### config.mk
export PLATFORM = sky130hd
export DESIGN_NAME = mem_arbiter_flat
export DESIGN_NICKNAME = d
export VERILOG_FILES = /design/src/rtl/mem_arbiter_if.sv /design/src/rtl/mem_arbiter.sv /design/src/flat_wrapper.sv
export SDC_FILE = /design/constraint.sdc
export NUM_CORES = 1
export LEC_CHECK = 0
export BUFFER_PORTS_ARGS = -buffer_cell sky130_fd_sc_hd__clkbuf_2
export CORE_AREA = 2 2 349 351
export CTS_CLUSTER_DIAMETER = 50
export DETAILED_ROUTE_END_ITERATION = 10
export DIE_AREA = 0 0 351 353
export HOLD_SLACK_MARGIN = 0.15
export PLACE_DENSITY = 0.3
export SKIP_LAST_GASP = 1
export SLEW_MARGIN = 40
export SYNTH_ARGS = -nofsm -noshare
export SYNTH_HDL_FRONTEND = slang
export SYNTH_SLANG_ARGS = --single-unit
### constraint.sdc
create_clock -name clk -period 5.2 [get_ports clk]
set_input_delay 1.04 -clock clk [delete_from_list [all_inputs] [get_ports clk]]
set_output_delay 1.04 -clock clk [all_outputs]
set_load 0.005 [all_outputs]
### src/rtl/mem_arbiter_if.sv
// Shared memory port bundle: I-cache side, D-cache side and the downstream
// slow-memory port. The arbiter takes the slave view.
interface mem_arbiter_if #(
    parameter int ADDR_W = 28,
    parameter int DATA_W = 128
);
    logic              i_read;
    logic              i_write;
    logic [ADDR_W-1:0] i_addr;
    logic [DATA_W-1:0] i_wdata;
    logic [DATA_W-1:0] i_rdata;
    logic              i_ready;

    logic              d_read;
    logic              d_write;
    logic [ADDR_W-1:0] d_addr;
    logic [DATA_W-1:0] d_wdata;
    logic [DATA_W-1:0] d_rdata;
    logic              d_ready;

    logic              mem_read;
    logic              mem_write;
    logic [ADDR_W-1:0] mem_addr;
    logic [DATA_W-1:0] mem_wdata;
    logic [DATA_W-1:0] mem_rdata;
    logic              mem_ready;

    modport slave (
        input  i_read, i_write, i_addr, i_wdata,
        output i_rdata, i_ready,
        input  d_read, d_write, d_addr, d_wdata,
        output d_rdata, d_ready,
        output mem_read, mem_write, mem_addr, mem_wdata,
        input  mem_rdata, mem_ready
    );

    modport master (
        output i_read, i_write, i_addr, i_wdata,
        input  i_rdata, i_ready,
        output d_read, d_write, d_addr, d_wdata,
        input  d_rdata, d_ready,
        input  mem_read, mem_write, mem_addr, mem_wdata,
        output mem_rdata, mem_ready
    );
endinterface

### src/rtl/mem_arbiter.sv
// I/D cache arbiter onto one slow-memory port with saturating per-side counters.
// Define ARB_ROUND_ROBIN_EN for round-robin tie breaking (default: D over I).
module mem_arbiter #(
    parameter int CNT_W = 16
) (
    input  logic             clk,
    input  logic             rst_n,
    mem_arbiter_if.slave     bus,
    output logic [CNT_W-1:0] i_cnt,
    output logic [CNT_W-1:0] d_cnt,
    output logic             busy
);
    typedef enum logic [1:0] {
        IDLE  = 2'd0,
        GNT_I = 2'd1,
        GNT_D = 2'd2
    } state_t;

    state_t           state_q, state_d;
    logic [CNT_W-1:0] i_cnt_q, i_cnt_d;
    logic [CNT_W-1:0] d_cnt_q, d_cnt_d;
    logic             busy_q, busy_d;
    logic             i_pend, d_pend, pick_d;

    assign i_pend = bus.i_read | bus.i_write;
    assign d_pend = bus.d_read | bus.d_write;

`ifdef ARB_ROUND_ROBIN_EN
    // last_d_q: 1 when D was granted most recently
    logic last_d_q, last_d_d;
    assign pick_d   = d_pend & (~i_pend | ~last_d_q);
    assign last_d_d = (state_q == IDLE && (i_pend | d_pend)) ? pick_d : last_d_q;
`else
    assign pick_d = d_pend;
`endif

    always_comb begin
        state_d = state_q;
        i_cnt_d = i_cnt_q;
        d_cnt_d = d_cnt_q;
        unique case (state_q)
            GNT_I: begin
                if (bus.mem_ready) begin
                    state_d = IDLE;
                    if (i_cnt_q != '1) i_cnt_d = i_cnt_q + CNT_W'(1);
                end else if (!i_pend) begin
                    state_d = IDLE;
                end
            end
            GNT_D: begin
                if (bus.mem_ready) begin
                    state_d = IDLE;
                    if (d_cnt_q != '1) d_cnt_d = d_cnt_q + CNT_W'(1);
                end else if (!d_pend) begin
                    state_d = IDLE;
                end
            end
            default: begin
                if (pick_d)      state_d = GNT_D;
                else if (i_pend) state_d = GNT_I;
            end
        endcase
        busy_d = (state_d != IDLE);
    end

    always_ff @(posedge clk) begin
        if (!rst_n) begin
            state_q  <= IDLE;
            i_cnt_q  <= '0;
            d_cnt_q  <= '0;
            busy_q   <= 1'b0;
`ifdef ARB_ROUND_ROBIN_EN
            last_d_q <= 1'b0;
`endif
        end else begin
            state_q  <= state_d;
            i_cnt_q  <= i_cnt_d;
            d_cnt_q  <= d_cnt_d;
            busy_q   <= busy_d;
`ifdef ARB_ROUND_ROBIN_EN
            last_d_q <= last_d_d;
`endif
        end
    end

    always_comb begin
        bus.mem_read  = 1'b0;
        bus.mem_write = 1'b0;
        bus.mem_addr  = '0;
        bus.mem_wdata = '0;
        bus.i_ready   = 1'b0;
        bus.d_ready   = 1'b0;
        unique case (state_q)
            GNT_I: begin
                bus.mem_read  = bus.i_read;
                bus.mem_write = bus.i_write;
                bus.mem_addr  = bus.i_addr;
                bus.mem_wdata = bus.i_wdata;
                bus.i_ready   = bus.mem_ready;
            end
            GNT_D: begin
                bus.mem_read  = bus.d_read;
                bus.mem_write = bus.d_write;
                bus.mem_addr  = bus.d_addr;
                bus.mem_wdata = bus.d_wdata;
                bus.d_ready   = bus.mem_ready;
            end
            default: ;
        endcase
    end

    assign bus.i_rdata = bus.mem_rdata;
    assign bus.d_rdata = bus.mem_rdata;
    assign i_cnt = i_cnt_q;
    assign d_cnt = d_cnt_q;
    assign busy  = busy_q;
endmodule
### src/flat_wrapper.sv
// flat-port wrapper written by rule: the top's interface ports become plain ports
module mem_arbiter_flat 
#(
    parameter int CNT_W = 16
)
  (clk, rst_n, i_cnt, d_cnt, busy, bus_i_read, bus_i_write, bus_i_addr, bus_i_wdata, bus_i_rdata, bus_i_ready, bus_d_read, bus_d_write, bus_d_addr, bus_d_wdata, bus_d_rdata, bus_d_ready, bus_mem_read, bus_mem_write, bus_mem_addr, bus_mem_wdata, bus_mem_rdata, bus_mem_ready);
  mem_arbiter_if bus_i ();
  input  logic clk;
  input  logic rst_n;
  output logic [CNT_W-1:0] i_cnt;
  output logic [CNT_W-1:0] d_cnt;
  output logic busy;
  input wire logic [$bits(bus_i.i_read)-1:0] bus_i_read;
  input wire logic [$bits(bus_i.i_write)-1:0] bus_i_write;
  input wire logic [$bits(bus_i.i_addr)-1:0] bus_i_addr;
  input wire logic [$bits(bus_i.i_wdata)-1:0] bus_i_wdata;
  output wire logic [$bits(bus_i.i_rdata)-1:0] bus_i_rdata;
  output wire logic [$bits(bus_i.i_ready)-1:0] bus_i_ready;
  input wire logic [$bits(bus_i.d_read)-1:0] bus_d_read;
  input wire logic [$bits(bus_i.d_write)-1:0] bus_d_write;
  input wire logic [$bits(bus_i.d_addr)-1:0] bus_d_addr;
  input wire logic [$bits(bus_i.d_wdata)-1:0] bus_d_wdata;
  output wire logic [$bits(bus_i.d_rdata)-1:0] bus_d_rdata;
  output wire logic [$bits(bus_i.d_ready)-1:0] bus_d_ready;
  output wire logic [$bits(bus_i.mem_read)-1:0] bus_mem_read;
  output wire logic [$bits(bus_i.mem_write)-1:0] bus_mem_write;
  output wire logic [$bits(bus_i.mem_addr)-1:0] bus_mem_addr;
  output wire logic [$bits(bus_i.mem_wdata)-1:0] bus_mem_wdata;
  input wire logic [$bits(bus_i.mem_rdata)-1:0] bus_mem_rdata;
  input wire logic [$bits(bus_i.mem_ready)-1:0] bus_mem_ready;
  assign bus_i.i_read = bus_i_read;
  assign bus_i.i_write = bus_i_write;
  assign bus_i.i_addr = bus_i_addr;
  assign bus_i.i_wdata = bus_i_wdata;
  assign bus_i_rdata = bus_i.i_rdata;
  assign bus_i_ready = bus_i.i_ready;
  assign bus_i.d_read = bus_d_read;
  assign bus_i.d_write = bus_d_write;
  assign bus_i.d_addr = bus_d_addr;
  assign bus_i.d_wdata = bus_d_wdata;
  assign bus_d_rdata = bus_i.d_rdata;
  assign bus_d_ready = bus_i.d_ready;
  assign bus_mem_read = bus_i.mem_read;
  assign bus_mem_write = bus_i.mem_write;
  assign bus_mem_addr = bus_i.mem_addr;
  assign bus_mem_wdata = bus_i.mem_wdata;
  assign bus_i.mem_rdata = bus_mem_rdata;
  assign bus_i.mem_ready = bus_mem_ready;
  mem_arbiter #(.CNT_W(CNT_W)) u_core (.clk(clk), .rst_n(rst_n), .bus(bus_i), .i_cnt(i_cnt), .d_cnt(d_cnt), .busy(busy));
endmodule
Word-level counts from Yosys, hierarchy flattened
Index checks and enable logic that the tools add are counted.

Bits in registers: 35. Logic and storage cells: 28.

Eq/ne operators: 4. Bitwise operators: 2. Mux-type cells: 13. $add $sub $neg: 2. Reduce and logical (&&, ||, !) cells: 3.

Operators by type and width (count): $pmux 128 s2 (1); $pmux 28 s2 (1); $add 16x1->16 const B (2); $ne 16x16->1 const B (2); $mux 2 (6); $reduce_and 3->1 (2); $pmux 1 s2 (2); $pmux 2 s2 (1); $eq 2x1->1 const B (1); $eq 2x2->1 const B (1); $mux 1 (2); $or 1x1->1 (2); $reduce_bool 2->1 (1).

Depth between registers and ports, before layout
Depth after elaboration: 5. Mapped depth: 7.

Least setup slack after synthesis
Ideal clock, no wire load.

Path type: reg-to-output. Start: register u_core.state_q[0]. End: output port bus_mem_addr[17]. Arrival time: 1.523 ns. Stages on the path, launching flop included: 7. Required time: 4.160 ns. Path buffers: 3. Slack: 2.637 ns. Path through: dfxtp_1 -> inv_1 -> ha_1 -> clkbuf_1 -> clkbuf_1 -> buf_1 -> nor2_1.

Word-level cells in the longest chain between the ends: 2.

Ends and longest elaborated chain: start: declaration (RTL line mem_arbiter.sv:19) `state_t state_q, state_d;`; start signal: assignment (RTL line mem_arbiter.sv:76) `state_q <= state_d;`; $eq 2x2->1 / $eq 2x1->1 (equally long branches) (RTL line mem_arbiter.sv:93) `unique case (state_q)`; $pmux 28 s2 (*) (RTL line mem_arbiter.sv:93); end: declaration (RTL line flat_wrapper.sv:27) `output wire logic [$bits(bus_i.mem_addr)-1:0] bus_mem_addr;`.

Mark *: on every way between the ends. The rest lies on a longest branch, timed or not.

Final worst setup path
Start: register u_core.state_q[0]. End: output port bus_mem_wdata[103].

Word-level cells in the longest chain between the ends: 2.

Ends and longest elaborated chain: $eq 2x2->1 / $eq 2x1->1 (equally long branches) (RTL line mem_arbiter.sv:93); $pmux 128 s2 (*) (RTL line mem_arbiter.sv:93); end: declaration (RTL line flat_wrapper.sv:28) `output wire logic [$bits(bus_i.mem_wdata)-1:0] bus_mem_wdata;`.

Marks and branches as above.

==> summary.md <==
| Metric | Value |
|---|---|
| Data arrival time of the critical path | `2.59 ns` |
| Number of top-level pins | `896` |
| Filler-free cell count of the finished design | `2687` |
| Buffer cell driving the clock tree root | `clkbuf_16` |
| Fraction of layout cells with a size suffix above 1 | `0.514` |
| Sum of net half-perimeters after detailed placement | `50.2 mm` |
| Busiest grt layer | `met2` |
| Adder-cell share of the synthesized area | `0.00869` |
| Reg-to-reg endpoint | `u_core.i_cnt[10]` |
| Lkg Pwr | `3.39 nW` |
| Number of buffers inserted during clock tree synthesis | `5` |
| Max Cap Violations | `0` |
| Met2 global-route usage | `0.131` |
| Number of max-slew violations in the final report | `0` |
| PortBufs | `511` |
| DRC errors left | `0` |
| Number of distinct standard cells referenced by the synthesized netlist | `45` |
| Accumulated negative setup slack | `0 ns` |
| Cell Chain, Critical Path | `inv_1 > ha_4 > buf_12 > a22oi_1 > nor2_1 > clkbuf_2` |
| Cell class contributing the biggest share of worst-path delay | `compound AO/OA/AOI/OAI gates` |
| Final hold violations | `0` |
| EDFF count, synth | `0` |
| Slowest-stage cell, CP | `a22oi_1` |
| Xor-xnor portion of the synthesized cell area | `0.00152` |
| Critical path class | `reg -> out` |
| Timing-limited maximum frequency | `0.276 GHz` |
| # clock sinks | `35` |
| Clock skew after layout | `0.00317 ns` |
| Number of warning messages in the yosys log | `0` |
| Synthesized instance count | `845` |
| Synth Area in Compound Gates | `0.263` |
| Power density cells | `141 nW/um^2` |
| Resized Gates After CTS | `0` |
| Placed Instances | `2675` |
| Placeable core region | `121000 sq um` |
| WHS Endpoint | `u_core.i_cnt[11]` |
| Net count after synthesis | `1296` |
| GRT Util Overall | `0.0850` |
| Hold crit path type | `reg -> reg` |
| Wire length after detailed routing | `56.2 mm` |
| Net count, final | `1509` |
| Endpoint kind of the worst setup timing path | `primary output` |
| Total overflow reported by the global router | `0` |
| Final clock period utilization by the worst path | `0.698` |
| Clock-pin transition on the worst setup and hold timing paths | `0.06 ns` |
| Post-synthesis mux area share | `0.0104` |
| CTS HTree Levels | `2` |
| Final setup violation count | `0` |
| Horiz. Die Dim | `351 microns` |
| Standard-cell row count | `128` |
| Simple logic cell fraction of the synthesized area | `0.211` |
| Weighted congestion reported at the end of routability-driven placement | `0.842` |
| CTS Hold Buffers Added | `0` |
| Final worst path period need | `3.63 ns` |
| Crit path buf inv count | `3` |
| Global-route wire length before repair | `69.9 mm` |
| Worst hold path depth | `2` |
| WL/cell | `20.9 microns` |
| Worst reg2reg setup slack | `2.59 ns` |
| Launching element type of the critical path | `register` |
| Max IR drop VDD | `0.120 mV` |
| Async set or reset register ratio after synthesis | `0` |
| Data required, critical path | `4.16 ns` |
| Transition at the pin with the smallest max-transition slack | `0.815 ns` |
| Hold path startpoint | `u_core.i_cnt[11]` |
| Starting density of the core | `0.0478` |
| Number of buffers on the longest clock path | `2` |
| Maximum fanout along the worst path | `67` |
| Sequential share of the synthesized area | `0.122` |
| Clk_lat worst skew | `0.28 ns` |
| GR Util met3 | `0.0776` |
| Startpoint of the most critical register-to-register path | `u_core.state_q[1]` |
| DIE AREA | `124000 sq um` |
| Via count of the first global-routing pass | `6983` |
| Post-detailed-route count of antenna-violating nets | `0` |
| Crit path largest cell delay | `0.71 ns` |
| Synthesized area per cell | `6.82 sq um` |
| Cell area after synthesis | `5760 sq um` |
| Setup repair bufs after CTS | `0` |
| Routed vias/inst | `2.70` |
| Combinational family with the most area after synthesis | `buffers and inverters` |
| Most used flip-flop cell after synthesis | `dfxtp_1` |
| Outcome | `completed` |
| Number of antenna violations at the first check in global routing | `38` |
| Vias after detailed routing | `7257` |
| Number of design-rule violations left by the first detailed-router iteration | `449` |
| Area growth from synthesis to layout | `48.9%` |
| Maximum number of pins on one net before global-route repair | `71` |
| Unrepaired setup endpoints after global routing | `no` |
| Detailed Routing Iterations Pass 1 | `7` |
| Rel. slew slack | `0.457` |
| Clock tree from TritonCTS | `done` |
| #FFs+latches synth | `35` |
| Die Ht | `353 microns` |
| Final core occ | `0.0711` |
| R2R cell count | `7` |
| Met1 usage in global routing | `0.0854` |
-- placed cells by master, fill, tap and decap left out, drive strengths merged, types with 2 or more instances in the layout --
master / n
buf: 14
and3: 6
o31ai: 6
clkbuf: 519
and4: 8
or3: 8
a22oi: 158
nor4: 6
nor4b: 2
a31oi: 3
dfxtp: 35
ha: 4
o211ai: 2
diode: 3
mux2i: 6
a21oi: 16
inv: 10
o21ai: 10
o41ai: 3
nand2b: 5
o311ai: 4
nand2: 19
a211oi: 3
nand3: 12
nor3: 9
nor2: 164
nand4: 13
or4: 4
-- cell families (layout without fill, tap and decap cells) --
group / count (synthesis) / after routing
AOI/OAI and AO/OA: 209 / 209
xor gates and xnor gates: 1 / 1
adders and majority gates: 4 / 4
buffers and inverters: 329 / 543
DFF: 35 / 35
muxes: 6 / 6
other: 0 / 3
and+or+nand+nor: 261 / 261
-- where the power goes --
part           internal [mW]  switching [mW]  total, mW  leakage (nW)
clock network          0.204           0.122      0.326        0.0772
registers              0.272         0.00443      0.276         0.283
logic                  0.232           0.372      0.604          3.03
-- layout make-up --
cell class              instances  area, sq um
flip-flops and latches         35          701
well taps                    1625         2030
clock buffers                   8          156
multi-input cells             481         2900
inverters                      10         37.5
repair buffers                525         2750
fillers                     14400       112000
diodes                          3         7.51
-- how the worst max path moves through the flow --
stage | endpoint | slack [ns] | start | depth (start not counted)
2_1_floorplan | bus_mem_addr[17] | 2.64 | u_core.state_q[0] | 6
3_3_place_gp | bus_mem_wdata[100] | 1.47 | bus_d_wdata[100] | 4
3_5_place_dp | bus_mem_wdata[108] | 1.76 | u_core.state_q[1] | 6
4_1_cts | bus_mem_wdata[108] | 1.44 | u_core.state_q[1] | 6
5_1_grt | bus_mem_wdata[109] | 1.54 | u_core.state_q[0] | 6
6_report | bus_mem_wdata[103] | 1.57 | u_core.state_q[0] | 6
-- registers in the layout (all words and copies together), names as in the netlist --
name / flops
u_core.busy: 1
u_core.i_cnt: 16
u_core.state_q: 2
u_core.d_cnt: 16
-- Yosys cell counts, types with 7 or more instances --
master / number / share of area
buf_4: 257 / 0.33
nor2_1: 164 / 0.11
a22oi_1: 158 / 0.21
clkbuf_1: 53 / 0.035
dfxtp_1: 35 / 0.12
nand2_1: 19 / 0.012
a21oi_1: 16 / 0.014
nand3_1: 12 / 0.010
nand4_1: 11 / 0.012
inv_1: 10 / 0.0065
o21ai_0: 10 / 0.0087
nor3_1: 9 / 0.0078
and4_1: 8 / 0.012
or3_1: 7 / 0.0076
-- metrics by stage --
stage	setup slack (ns)	area (sq um)	power, mW	hold WS [ns]
floorplan	2.64	5760	0.667	0.467
global placement	1.47	8330	0.890	0.490
detailed placement	1.76	8390	0.896	0.498
CTS	1.44	8540	1.23	0.505
global route	1.54	8570	1.28	0.528
finish	1.57	8580	1.21	0.501
-- per-layer routing --
metal	part of all wire	vias to the layer above
met1	0.34	3273
met5	0.0087	-
met4	0.016	60
li1	-	3166
met3	0.20	96
met2	0.43	662
-- worst register-to-register path, stage by stage (launching register included) --
cell	delay [ns]
dfxtp_1	0.36
inv_1	0.12
ha_4	0.24
buf_4	0.46
nand2_1	0.35
nor4_1	0.64
nand4_1	0.20
mux2i_1	0.14
Note: power is estimated with default switching activity, not from simulation.
